### src/rtl/npu_inst_issuer.sv
// npu_inst_issuer: fetches 128-bit instructions as 8 x 16-bit SRAM words and issues them to the NPU.
// Latency: 2 cycles per word (one read outstanding), then WAIT_RDY -> ISSUE -> GAP_CYCLES idle per instruction.
// Backpressure: holds in WAIT_RDY until npu_inst_ready; optional watchdog via `NPU_ISSUER_TIMEOUT_EN` (adds error).
module npu_inst_issuer #(
  parameter int GAP_CYCLES     = 2,
  parameter int TIMEOUT_CYCLES = 65535
) (
  input  logic         clk,
  input  logic         rst_n,
  input  logic         start,
  input  logic [19:0]  base_addr,
  input  logic [10:0]  inst_count,
  output logic         sram_rd_en,
  output logic [19:0]  sram_addr,
  input  logic [15:0]  sram_rd_data,
  input  logic         sram_rd_valid,
  output logic [127:0] npu_inst,
  output logic         npu_inst_en,
  input  logic         npu_inst_ready,
  output logic         busy,
  output logic         done
`ifdef NPU_ISSUER_TIMEOUT_EN
  ,
  output logic         error
`endif
);

  typedef enum logic [2:0] {
    IDLE, FETCH, WAIT_RDY, ISSUE, GAP, DRAIN_LO, DRAIN_HI, FINISH
  } state_t;

  // GAP_CYCLES of 0 or 1 both give a single GAP cycle.
  localparam int GAP_W = (GAP_CYCLES > 1) ? $clog2(GAP_CYCLES) : 1;

  state_t             state_q, state_d;
  logic               rd_pend;     // a read has been requested and its data not yet taken
  logic [2:0]         word_cnt;    // word index inside the current instruction
  logic [111:0]       inst_buf;    // words 0..6 collect here so npu_inst stays stable until the fetch completes
  logic [10:0]        inst_left;   // instructions not yet issued
  logic [GAP_W-1:0]   gap_cnt;
  logic               word_ok;
  logic               gap_last;
  logic               wd_expire;

  // The cycle carrying rd_en can never carry the matching data, and valid without a pending read is stray.
  assign word_ok  = (state_q == FETCH) && rd_pend && !sram_rd_en && sram_rd_valid;
  assign gap_last = (GAP_CYCLES <= 1) || (gap_cnt == GAP_W'(GAP_CYCLES - 1));

  assign npu_inst_en = (state_q == ISSUE);
  assign busy        = (state_q != IDLE);

`ifdef NPU_ISSUER_TIMEOUT_EN
  localparam int WD_W = (TIMEOUT_CYCLES > 1) ? $clog2(TIMEOUT_CYCLES) : 1;

  logic [WD_W-1:0] wd_cnt;
  logic            wd_active;

  assign wd_active = (state_q == WAIT_RDY) || (state_q == DRAIN_LO) || (state_q == DRAIN_HI);
  assign wd_expire = wd_active && (wd_cnt == WD_W'(TIMEOUT_CYCLES - 1));

  // Watchdog: counts consecutive cycles spent waiting on the executor, cleared whenever not waiting.
  always_ff @(posedge clk or negedge rst_n) begin
    if (!rst_n) begin
      wd_cnt <= '0;
    end else if (!wd_active) begin
      wd_cnt <= '0;
    end else begin
      wd_cnt <= wd_cnt + 1'b1;
    end
  end

  // Sticky error: set on watchdog expiry, cleared only by reset or the next accepted start.
  always_ff @(posedge clk or negedge rst_n) begin
    if (!rst_n) begin
      error <= 1'b0;
    end else if (state_q == IDLE && start) begin
      error <= 1'b0;
    end else if (wd_expire) begin
      error <= 1'b1;
    end
  end
`else
  logic unused_timeout;

  assign wd_expire      = 1'b0;
  assign unused_timeout = (TIMEOUT_CYCLES != 0);
`endif

  // State register.
  always_ff @(posedge clk or negedge rst_n) begin
    if (!rst_n) begin
      state_q <= IDLE;
    end else begin
      state_q <= state_d;
    end
  end

  // Next-state decode; watchdog expiry overrides any waiting state.
  always_comb begin
    state_d = state_q;
    case (state_q)
      IDLE:     if (start) state_d = (inst_count == 11'd0) ? FINISH : FETCH;
      FETCH:    if (word_ok && word_cnt == 3'd7) state_d = WAIT_RDY;
      WAIT_RDY: if (npu_inst_ready) state_d = ISSUE;
      ISSUE:    state_d = GAP;
      GAP:      if (gap_last) state_d = (inst_left != 11'd0) ? FETCH : DRAIN_LO;
      DRAIN_LO: if (!npu_inst_ready) state_d = DRAIN_HI;
      DRAIN_HI: if (npu_inst_ready) state_d = FINISH;
      FINISH:   state_d = IDLE;
      default:  state_d = IDLE;
    endcase
    if (wd_expire) begin
      state_d = FINISH;
    end
  end

  // Datapath: read sequencing, word assembly, instruction/gap counting and the done pulse.
  always_ff @(posedge clk or negedge rst_n) begin
    if (!rst_n) begin
      sram_rd_en <= 1'b0;
      sram_addr  <= '0;
      rd_pend    <= 1'b0;
      word_cnt   <= '0;
      inst_buf   <= '0;
      npu_inst   <= '0;
      inst_left  <= '0;
      gap_cnt    <= '0;
      done       <= 1'b0;
    end else begin
      sram_rd_en <= 1'b0;
      done       <= (state_q == FINISH);
      gap_cnt    <= (state_q == GAP) ? gap_cnt + 1'b1 : '0;

      if (state_q == IDLE && start) begin
        sram_addr <= base_addr;
        inst_left <= inst_count;
        word_cnt  <= '0;
        rd_pend   <= 1'b0;
      end

      if (state_q == FETCH) begin
        if (!rd_pend) begin
          sram_rd_en <= 1'b1;
          rd_pend    <= 1'b1;
        end else if (word_ok) begin
          // sram_addr wraps naturally at 20 bits; the next read goes out on the same edge.
          inst_buf  <= {inst_buf[95:0], sram_rd_data};
          sram_addr <= sram_addr + 20'd1;
          word_cnt  <= word_cnt + 3'd1;
          if (word_cnt == 3'd7) begin
            npu_inst <= {inst_buf, sram_rd_data};
            rd_pend  <= 1'b0;
          end else begin
            sram_rd_en <= 1'b1;
          end
        end
      end

      if (state_q == ISSUE) begin
        inst_left <= inst_left - 11'd1;
      end
    end
  end

endmodule
### config.mk
export PLATFORM = sky130hd
export DESIGN_NAME = npu_inst_issuer
export DESIGN_NICKNAME = d
export VERILOG_FILES = /design/src/rtl/npu_inst_issuer.sv
export SDC_FILE = /design/constraint.sdc
export NUM_CORES = 1
export LEC_CHECK = 0
export CORE_UTILIZATION = 65
export CTS_BUF_LIST = sky130_fd_sc_hd__clkbuf_8
export DETAILED_ROUTE_END_ITERATION = 8
export DONT_BUFFER_PORTS = 1
export PLACE_DENSITY = 0.8
export SYNTH_ARGS = -nofsm -noshare
export SYNTH_HDL_FRONTEND = slang
export SYNTH_SLANG_ARGS = --single-unit
### constraint.sdc
create_clock -name clk -period 2.01 [get_ports clk]
set_input_delay 0.402 -clock clk [delete_from_list [all_inputs] [get_ports clk]]
set_output_delay 0.402 -clock clk [all_outputs]
set_load 0.01 [all_outputs]
==> run summary <==
The part of the Yosys area used for sequential elements is between 60% and 70%. After synthesis, the mean cell area works out to about 11 um2. In the final layout, the share of cells above drive strength 1 is between 20% and 30%. The dominant synthesized flop cell is dfrtp_1. The cell area after layout is between 10000 and 15000 um2. The maximum number of pins on one net before global-route repair is around 280. Setup violations remaining at the end of the flow were counted as 0. The destination of the worst register-to-register timing path is sram_addr[11]$_DFF_PN0_. The die is 133.7 um tall. The worst ir drop on vdd came out at about 0.96 mV.

The number of global-route vias before repair is roughly 8000. The routed design has around 25000 um of wire. The final period demand of the worst path came out at 1.920 ns. The clock skew is roughly 0.022 ns.

In the final timing run, aggregate negative setup slack is 0 ns. Compared with the post-synthesis result, the final layout area differs by 13.87%. The clock latency at the later pin of the worst-skew pair is roughly 0.54 ns.

The number of nets at the end of the flow came out at about 1100. The initial standard-cell utilization of the core came out at 67.27%. Leaving out fill and tap cells, the most frequent cell in the layout is nand2_1. The depth of the CTS H-tree came out at 2. The clock tree from TritonCTS is done.

204 I/O pins were placed. The largest fanout on the critical path came out at 16. The worst reg-to-reg setup slack came out at about 0.090 ns. The antenna violation net count after detailed routing is 0. The share of power burned in combinational logic came out at about a fifth.

The flow ran to the end, but the final reports show violations. Summing all placed instances gives a cell area of approximately 12000 um2. The first global-routing pass estimated 39900 um of wire.

The count of cells in the finished layout, fillers not included, comes to around 1300. The final critical path takes up a little over nine tenths of the cycle. The worst register-to-register path has a depth of 5. For this design the total switching power over the nets is about 0.0053 W.

The total core area came out at 16760 um2. The buffer count from post-CTS setup fixing is 0. The number of nets produced by synthesis is between 1000 and 1500. The clock drives ~280 sinks. In this run the critical register-to-register path is launched from state_q[2]$_DFFE_PN0P_. The slew at the pin closest to its max-slew limit is 0.7207 ns. The all-layer global routing usage is 28.55%. The Yosys step of the flow raised 0 warnings.

Measured along the x axis, the die boundary spans around 130 um. During placement, the flow inserted port buffers numbering 0. The max-slew violation count came out at 0. The leakage power came out at roughly 7 nW. The mapped netlist covers 11270 um2.

The routed layout has 7686 vias. The cts-stage hold buffer count came out at 25. Derived from the worst setup path, the maximum achievable clock frequency is 520.8 MHz. The synthesis-stage register bit count came out at ~280. The total inserted antenna cells came out at 0. The utilization after layout came out at around 77%. Final hold analysis gives a worst-case slack of -0.4319 ns. The post-detailed-placement half-perimeter wirelength is around 15000 um. The number of antenna violations at the first check in global routing is 0. The final reports fail on negative hold slack. For this run, the detailed router's first-pass iteration total came to 7. The routability congestion estimate from global placement is between 0.8 and 0.9. The tree is rooted in a clkbuf_8. The classification of the worst setup path is reg -> reg.

In the layout the commonest cells are nand2_1, dfrtp_1, mux2_2, clkbuf_8, nor2_1. The number of flops mapped to enable cells by yosys is 0. In the synthesized netlist the async set-or-reset flop fraction comes to between 90% and 100%. STA puts the critical path data arrival time at approximately 2.3 ns. The switching fraction of total power is around 33%. The power share of the clock group came out at between 30% and 40%. After detailed routing, the average wire length per cell comes to between 15 and 20 um.

Global routing finished with a remaining overflow of 0. The sequential group share of total power is 50.0%. The worst setup path is launched from a register. The final count of hold timing violations was about 280. The clock-pin slew on the worst setup and hold paths is ~0.060 ns. The die covers 17880 um2. The first-iteration detailed-routing DRC count is 581. Sorting the synthesized cells by area gives the leading types as dfrtp_1, nand2_1, mux2_2. The number of instances in the placed design is ~1200. The largest total area in the synthesized netlist belongs to dfrtp_1. After synthesis, the largest area contributor takes up between 60% and 70% of total cell area. The number of different library cells used by synthesis comes to 57. The internal cell power came out at 0.01096 W. The TritonCTS buffer count came out at 44. At the worst endpoint, the required time is 2.43 ns. STA classifies the critical path endpoint as a register.

The number of maximum-capacitance violations is 0. The remaining routing DRC violations came out at 0. The worst hold path belongs to the class in -> async. The power per cell area came out at about 1300 nW/um2.

No sink is reached through more buffers than the 3 on the longest clock path. After detailed routing, the number of vias per cell comes to between 5 and 6. Counting every instance in the synthesized netlist gives 1016. The worst relative slew slack came out at between 50% and 60%. The floorplan has 47 rows.
## how the worst max path moves through the flow
stage,start,end,slack [ns],depth (start not counted)
floorplan,state_q[2]$_DFFE_PN0P_,sram_addr[16]$_DFF_PN0_,0.16,7
global placement,state_q[2]$_DFFE_PN0P_,sram_addr[5]$_DFF_PN0_,0.05,5
detailed placement,state_q[2]$_DFFE_PN0P_,sram_addr[17]$_DFF_PN0_,-0.03,5
CTS,state_q[2]$_DFFE_PN0P_,sram_addr[17]$_DFF_PN0_,-0.02,5
global route,state_q[2]$_DFFE_PN0P_,sram_addr[11]$_DFF_PN0_,-0.07,5
finish,state_q[2]$_DFFE_PN0P_,sram_addr[11]$_DFF_PN0_,0.09,5
## layout make-up
type / instances / area (um2)
multi-input combinational: 673 / 3976
clock inverter: 17 / 76.32
sequential: 281 / 7032
clock buffer: 63 / 867.1
fill: 1098 / 3921
inverter: 10 / 38.79
tap: 220 / 275.3
timing repair buffer: 57 / 573.1
## cell families after synthesis
| group | after synthesis | synth area share (%) |
|---|---|---|
| xor gates and xnor gates | 2 | 0.1554 |
| muxes | 128 | 12.78 |
| DFF | 281 | 62.37 |
| and+or+nand+nor | 468 | 17.28 |
| AOI/OAI and AO/OA | 70 | 4.195 |
| adders and majority gates | 5 | 0.5549 |
| buffers and inverters | 62 | 2.663 |
## per-stage QoR
stage	power, W	worst slack (ns)	hold slack (ns)
after floorplan	0.01002	0.1569	0.1064
after global placement	0.01108	0.04662	0.1111
after detailed placement	0.01124	-0.03085	0.1129
after CTS	0.01629	-0.02062	-0.4700
after global routing	0.01717	-0.06734	-0.4585
final	0.01624	0.08978	-0.4319
## worst max-delay path, cell delays in order, from the launching register on
cell      delay [ns]
dfrtp_1         0.37
or3b_4          0.45
or2_4           0.37
nor3_1          0.29
a211oi_1        0.13
a311oi_1        0.21
## registers in the layout, indices dropped and copies added, names as in the netlist
name and flops:
state_q 3, inst_left 11, gap_cnt 1, inst_buf 112, sram_rd_en 1, done 1, sram_addr 20, npu_inst 128
rd_pend 1, word_cnt 3
## power groups by stage
stage               registers, W  clock network (W)  logic, W
global placement         0.00816                  0   0.00292
CTS                      0.00812            0.00504   0.00313
finish                   0.00813            0.00493   0.00318
floorplan                0.00781                  0   0.00221
global route             0.00827            0.00530   0.00360
detailed placement       0.00820                  0   0.00304
## per-layer routing
metal	up-vias	part of all wire [%]	GRT usage (%)
met1	3803	41	37.82
li1	3510	-	-
met2	308	48	44.39
met4	0	2.9	11.87
met5	-	0	0
met3	65	8.4	8.409
## cells in the mapped netlist (9+ instances only)
cell	number
a21oi_1	20
o21ai_0	12
dfrtp_1	281
buf_2	38
inv_1	9
clkbuf_1	10
nor2_1	31
nor3_1	12
nand3_1	13
mux2_1	24
nand2_1	368
mux2_2	104
## repair_timing
item                                    in CTS  in global routing
resized for setup                            3                  4
hold endpoints to repair                   322                281
endpoints found under the setup margin       2                  7
(Power assumes the default switching activity.)
==> edit (config.mk and constraints unchanged) <==
Re-encode `state_t` (8 states) as one-hot, 8 bits wide.
--- a/src/rtl/npu_inst_issuer.sv
+++ b/src/rtl/npu_inst_issuer.sv
@@ -26,6 +26,6 @@
 );
 
-  typedef enum logic [2:0] {
-    IDLE, FETCH, WAIT_RDY, ISSUE, GAP, DRAIN_LO, DRAIN_HI, FINISH
+  typedef enum logic [7:0] {
+    IDLE = 8'b00000001, FETCH = 8'b00000010, WAIT_RDY = 8'b00000100, ISSUE = 8'b00001000, GAP = 8'b00010000, DRAIN_LO = 8'b00100000, DRAIN_HI = 8'b01000000, FINISH = 8'b10000000
   } state_t;
 
Function: same outputs for any inputs over 4 cycles, from zero or initial values and one cycle with rst_n low; so few cycles prove little.
==> edit against the unedited design <==
  * The run ends with negative hold slack, negative setup slack left
  * Synthesized area rose by 3.0%
  * Final area rose by 11%
  * Register-to-register slack got worse by 0.23 ns
  * Maximum frequency fell by 20%
  * Cell count rose by 28%
  * Synthesized cell count rose by 30%
  * Wire length rose by 31%
  * Clock power rose by 5.3%
  * Utilization rose by 5.5 points
  * Power fell by 3.4%
  * First-iteration DRC count rose by 45%
  * Sequential cell count rose by 5
  * Worst setup slack got worse by 0.49 ns
==> edit: results (changes against the unedited design) <==
status finished, violations left; failing checks negative hold slack, negative setup slack; Mapped Nets 1376 (+28%); met2 wire length 16100 um (+37%); dpl cells 1537 (+26%); pin count of the biggest net entering global routing 287 (+1.8%); final worst setup slack -0.399 ns (-0.489 ns); met1 Use GR 42.0% (+4.2 points); Max VDD drop 0.815 mV (-16%); Num CTS Buffers 46 (+4.5%); latest clock arrival within the worst-skew pair 0.57 ns (+0.03 ns); CP max FO 2 (-14); vias in the first global route 9227 (+18%); post-synthesis cell type count 59 (+3.5%); Leak 7.73 nW (+14%); first-pass GRT wire length 46100 um (+16%); post-synthesis sequential area ratio 61.6% (-0.74 points); Final Non-Filler Cells 1686 (+28%); crit path launch state_q[5]; final setup fails 114 (+114); met3 wire len 2930 um (+41%); vias 9697 (+26%); Post-Synthesis Cells 1319 (+30%); hold_buf cts 27 (+8.0%); Place WS -0.0622 ns (-0.0313 ns); grt met2 use 52.0% (+7.6 points); Fin Hold WS -0.471 ns (-0.0394 ns); Final HPWL DP 18300 um (+19%); Final Hold Vio Count 285 (+1.4%); Worst Path Arrival 2.01 ns (-0.33 ns); GR Util All Layers 32.1% (+3.5 points); Total Routed Length 32300 um (+31%); DR pass1 iterations 5 (-2)
-- edit: cell count changes after synthesis, moves of 6 or more --
cell      delta
nand2_1    +379
mux2_2     -103
clkbuf_1    +26
mux2_1      -24
buf_2       -13
nand3_1      +9
nor2_1       +8
nor2b_1      +6
-- edit: path summary, 6_finish.rpt --
kind,depth (start not counted),end
worst max-delay path,4,npu_inst_en
worst min-delay path,0,inst_left[9]
worst max register to register,6,inst_left[4]
max in group asynchronous,0,npu_inst[19]
worst min register to register,2,npu_inst[123]
min in group clk,2,inst_left[0]
-- edit: where the power goes --
part / total (mW) / switching, mW / internal [mW]
clock network: 5.19 / 2.32 / 2.87
registers: 7.73 / 1.07 / 6.67
logic: 2.76 / 1.55 / 1.21
-- edit: worst max-delay path: stages, from the launching register on --
cell,delay (ns)
dfrtp_1,0.37
or4_4,0.54
or3_4,0.37
clkinv_4,0.06
buf_6,0.09
-- edit: repair_timing --
action,in CTS,in global routing
pin swaps,3,11
buffers inserted,8,16
setup endpoints to repair,8,270
endpoints found under the hold margin,330,286
gates resized for setup,13,53
gates cloned,0,15
-- edit: layout make-up --
| type | count | area, um^2 |
|---|---|---|
| clock buffers | 65 | 895 |
| flip-flops and latches | 286 | 7160 |
| clock inverters | 18 | 90.1 |
| well taps | 225 | 282 |
| inverters | 9 | 38.8 |
| repair buffers | 123 | 1460 |
| multi-input cells | 960 | 4340 |
| fillers | 1045 | 3100 |
-- edit: kinds of logic (layout without fill, tap and decap cells) --
logic type,after synthesis,after routing,synth area share (%)
compound gates,80,80,4.88
xor+xnor,2,2,0.151
fa+ha+maj,5,5,0.539
buf+inv,73,215,2.74
flops,286,286,61.6
mux,2,2,0.183
simple gates,871,871,29.9
